### src/rtl/irq_ctrl.sv
// irq_ctrl: external interrupt controller sitting directly upstream of cp0.
//   Synchronises N_SRC asynchronous interrupt lines, latches their rising edges
//   as pending, applies a software mask and requests the lowest-index eligible
//   source. ir_out is a clean request level held from request until cp0 takes it,
//   with at least two low cycles before every re-assertion.
// Ports:
//   clk, rst          clock, asynchronous active-high reset
//   irq_src           raw asynchronous interrupt lines (rising-edge sensitive)
//   mask_we/wdata     mask register write port; mask is the current value
//   pending           latched pending flags
//   taken             cp0 accepted the request
//   eret_done         handler returned
//   ir_out            request to cp0 ir_in
//   ir_id             index of the source being requested/serviced
//   busy              controller is not idle
module irq_ctrl #(
  parameter int unsigned N_SRC       = 8,
  parameter int unsigned ID_W        = 3,
  parameter int unsigned SYNC_STAGES = 2
) (
  input  logic             clk,
  input  logic             rst,
  input  logic [N_SRC-1:0] irq_src,
  input  logic             mask_we,
  input  logic [N_SRC-1:0] mask_wdata,
  output logic [N_SRC-1:0] mask,
  output logic [N_SRC-1:0] pending,
  input  logic             taken,
  input  logic             eret_done,
  output logic             ir_out,
  output logic [ID_W-1:0]  ir_id,
  output logic             busy
);

  typedef enum logic [1:0] {IDLE, REQ, SERVICE, GAP} state_t;

  state_t           state, state_nxt;
  logic [N_SRC-1:0] sync_q [SYNC_STAGES];
  logic [N_SRC-1:0] sync_d;
  logic [N_SRC-1:0] rise;
  logic [N_SRC-1:0] eligible;
  logic [N_SRC-1:0] clr;
  logic [ID_W-1:0]  winner;
  logic             any_eligible;

  // Synchroniser chain plus one delay flop for edge detection
  always_ff @(posedge clk or posedge rst) begin
    if (rst) begin
      for (int unsigned i = 0; i < SYNC_STAGES; i++) sync_q[i] <= '0;
      sync_d <= '0;
    end else begin
      sync_q[0] <= irq_src;
      for (int unsigned i = 1; i < SYNC_STAGES; i++) sync_q[i] <= sync_q[i-1];
      sync_d <= sync_q[SYNC_STAGES-1];
    end
  end

  assign rise = sync_q[SYNC_STAGES-1] & ~sync_d;

  // Clear only the committed source, and only when cp0 takes it in REQ
  always_comb begin
    clr = '0;
    if (state == REQ && taken) clr[ir_id] = 1'b1;
  end

  // A new edge in the same cycle as the clear keeps the bit pending
  always_ff @(posedge clk or posedge rst) begin
    if (rst) begin
      pending <= '0;
      mask    <= '0;
    end else begin
      pending <= (pending & ~clr) | rise;
      if (mask_we) mask <= mask_wdata;
    end
  end

  assign eligible     = pending & mask;
  assign any_eligible = |eligible;

  // Lowest set index wins: scan downwards so the last hit is the lowest
  always_comb begin
    winner = '0;
    for (int unsigned i = N_SRC; i > 0; i--) begin
      if (eligible[i-1]) winner = ID_W'(i - 1);
    end
  end

  // State register
  always_ff @(posedge clk or posedge rst) begin
    if (rst) state <= IDLE;
    else     state <= state_nxt;
  end

  // Next-state logic
  always_comb begin
    state_nxt = state;
    case (state)
      IDLE:    if (any_eligible) state_nxt = REQ;
      REQ:     if (taken)        state_nxt = SERVICE;
      SERVICE: if (eret_done)    state_nxt = GAP;
      GAP:                       state_nxt = IDLE;
      default:                   state_nxt = IDLE;
    endcase
  end

  // ir_id is committed on IDLE->REQ and held until the next request
  always_ff @(posedge clk or posedge rst) begin
    if (rst)                               ir_id <= '0;
    else if (state == IDLE && any_eligible) ir_id <= winner;
  end

  // Outputs
  always_comb begin
    ir_out = (state == REQ);
    busy   = (state != IDLE);
  end

endmodule

### config.mk
export PLATFORM = sky130hd
export DESIGN_NAME = irq_ctrl
export DESIGN_NICKNAME = d
export VERILOG_FILES = /design/src/rtl/irq_ctrl.sv
export SDC_FILE = /design/constraint.sdc
export NUM_CORES = 1
export LEC_CHECK = 0
export CAP_MARGIN = 20
export CORE_MARGIN = 1.5
export CORE_UTILIZATION = 46
export DETAILED_ROUTE_END_ITERATION = 8
export GPL_ROUTABILITY_DRIVEN = 1
export GPL_TIMING_DRIVEN = 1
export PLACE_DENSITY = 0.8
export SLEW_MARGIN = 10
export SYNTH_ARGS = -nofsm -noshare
export SYNTH_HDL_FRONTEND = slang
export SYNTH_SLANG_ARGS = --single-unit
### constraint.sdc
create_clock -name clk -period 2.2 [get_ports clk]
set_clock_uncertainty 0.2 [all_clocks]
set_input_delay 0.22 -clock clk [delete_from_list [all_inputs] [get_ports clk]]
set_output_delay 0.22 -clock clk [all_outputs]
set_load 0.02 [all_outputs]
==> results.sh <==
export IMPL_synth_top_area_share_pct=69.0
export IMPL_cp_startpoint="state[0]"
export IMPL_setup_worst_path_start_class="flip-flop"
export IMPL_drtIter0Drc=21
export IMPL_period_needed_ps=2030
export IMPL_ys_ff_latch=45
export IMPL_die_area_um2=3920
export IMPL_die_x_um=62.6
export IMPL_dr_pass1_iters=3
export IMPL_die_height_um=62.6
export IMPL_antenna_found_initial=0
export IMPL_vias_per_cell=4.92
export IMPL_wl_mm=2.86
export IMPL_ys_seq_area_share_pct=69.0
export IMPL_clkTransAtPathRegs_ps=130
export IMPL_start_util_pct=48.5
export IMPL_synth_compound_area_share_pct=14.1
export IMPL_overflow=0
export IMPL_synth_edf_count=0
export IMPL_antenna_left=0
export IMPL_grt_first_pass_wirelength_mm=4.99
export IMPL_synth_top_family_by_area="compound AO/OA/AOI/OAI gates"
export IMPL_r2r_start="state[0]"
export IMPL_synth_simple_area_share_pct=4.98
export IMPL_post_cts_buffers=0
export IMPL_port_buffers=41
export IMPL_area_growth_pct=33.2
export IMPL_n_antenna_cell=0
export IMPL_grt_usage_pct=16.7
export IMPL_num_vias=1063
export IMPL_timing_final_crit_share_pct=92.3
export IMPL_slew_headroom_pct=63.9
export IMPL_slew_viol_final=0
export IMPL_ios=42
export IMPL_synthMuxAreaShare_pct=6.21
export IMPL_place_gp_congestion=0.807
export IMPL_ys_types=25
export IMPL_status="complete, no violations"
export IMPL_drv_cap=0
export IMPL_fillCellCount=290
export IMPL_clock_latency_ps=360
export IMPL_setup_tns_ps=0
export IMPL_critPathKind="flip-flop to output pin"
export IMPL_max_freq_mhz=493
export IMPL_hold_slack_ps=76.7
export IMPL_synth_area_um2=1630
export IMPL_synth_area_leader_cell="dfrtp_1"
export IMPL_vdd_drop_max_uv=602
export IMPL_synthesis_nets=145
export IMPL_cp_required_ps=1780
export IMPL_ys_warnings_count=0
export IMPL_yosys_top_cells_area="dfrtp_1, mux2_2, o21ai_0"
export IMPL_mostFrequentLayoutCells="dfrtp_1, clkdlybuf4s50_1, o21ai_0"
export IMPL_hold_viol_final=0
export IMPL_core_um2=3360
export IMPL_leakage_nw=0.955
export IMPL_rows=21
export IMPL_synth_xor_area_share_pct=0
export IMPL_powerDensity_nw_per_um2=1010
export IMPL_cts_buffer_depth=2
export IMPL_nets=193
export IMPL_drc_errors=0
export IMPL_grt_setup_unrepaired="no"
export IMPL_grt_start_max_net_pins=46
export IMPL_numCtsBuffers=5
export IMPL_hp_class="primary input to async pin"
export IMPL_finalSetupViolCount=0
export IMPL_crit_fanout=5
export IMPL_grt_pass1_vias=1089
export IMPL_htreeDepth=2
export IMPL_ff2ff_setup_slack_ps=470
export IMPL_dp_hpwl_mm=2.11
export IMPL_ys_async_sr_fraction_pct=100
export IMPL_wl_per_cell_um=13.3
export IMPL_synth_fa_ha_area_share_pct=2.30
export IMPL_cts_root_buf="clkbuf_4"
export IMPL_syn_area_per_cell_um2=13.5
export IMPL_syn_inst=121
export IMPL_endpoint_kind="output pin"
export IMPL_synth_ff_type="dfrtp_1"
export IMPL_crit_arrival_ps=1610
export IMPL_drive_above_1_share_pct=13.5
export IMPL_cts_sinks=45
export IMPL_final_common_cell="dfrtp_1"
export IMPL_worst_slew_pin_slew_ps=542
export IMPL_tritoncts="done"
==> layer usage <==
metal | track usage [%] | wire, µm | vias up
li1 | - | - | 515
met1 | 19.6 | 1170 | 499
met2 | 26.1 | 1360 | 41
met3 | 7.39 | 266 | 8
met4 | 8.61 | 66 | 0
met5 | 0 | 0 | -
==> kinds of logic (layout without fill, tap and decap cells) <==
kind of cell | after synthesis | in the layout
multiplexers | 9 | 9
buffers and inverters | 15 | 64
flip-flops | 45 | 45
adder cells (fa/ha/maj) | 3 | 3
AO/OA/AOI/OAI | 34 | 34
AND/OR/NAND/NOR | 15 | 15
==> sequential cells by signal, summed over array words and instances, names as in the netlist <==
name,flops
mask,8
state,2
sync_q,16
sync_d,8
ir_id,3
pending,8
==> cell usage after synthesis (2+ instances only) <==
cell type,number
nor2_1,3
mux2_2,8
ha_1,3
inv_1,14
o21ai_0,15
a21oi_1,8
nand2_1,4
a22oi_2,3
dfrtp_1,45
nand2b_1,2
o31ai_1,2
==> per-stage QoR <==
step / power (mW) / util [%] / std cells / area [µm²] / setup WS [ps]
global route: 2.34 / 64.7 / 216 / 2170 / 37.2
detailed placement: 1.79 / 62.6 / 208 / 2100 / 302
CTS: 2.22 / 64.6 / 216 / 2170 / 57.9
finish: 2.19 / 64.7 / 216 / 2170 / 170
global placement: 1.76 / 62.6 / 208 / 2100 / 384
floorplan: 1.47 / - / 121 / 1630 / 502
==> path summary, 6_finish.rpt <==
check                        endpoint  cells after the start
max in group asynchronous    ir_id[0]                      3
setup reg to reg             state[1]                      5
hold reg to reg             sync_q[7]                      0
setup / recovery                 busy                      4
hold / removal             sync_q[11]                      3
min in group clk           sync_q[11]                      1
==> worst max-delay path, cell delays in order, from the launching register on <==
cell and delay, ps:
dfrtp_1 410, inv_1 110, ha_1 260, inv_1 130, dlygate4sd2_1 340
==> where the power goes <==
part           internal [mW]  total [mW]  switching (mW)
sequential             0.944        1.07           0.128
combinational          0.330       0.690           0.360
clock                  0.162       0.425           0.264
==> what timing repair did <==
item | CTS | global route
endpoints found under the setup margin | 1 | 1
resized for setup | 1 | 1
hold buffers | 0 | 0
==> layout make-up <==
| type | instances | area (µm²) | share of cell area (%) |
|---|---|---|---|
| inverters | 14 | 52.6 | 2.42 |
| multi-input cells | 61 | 450 | 20.7 |
| clock inverters | 2 | 17.5 | 0.806 |
| repair buffers | 42 | 419 | 19.3 |
| well taps | 46 | 57.6 | 2.65 |
| flip-flops and latches | 45 | 1130 | 51.8 |
| clock buffers | 6 | 51.3 | 2.36 |
(Power assumes the default switching activity.)
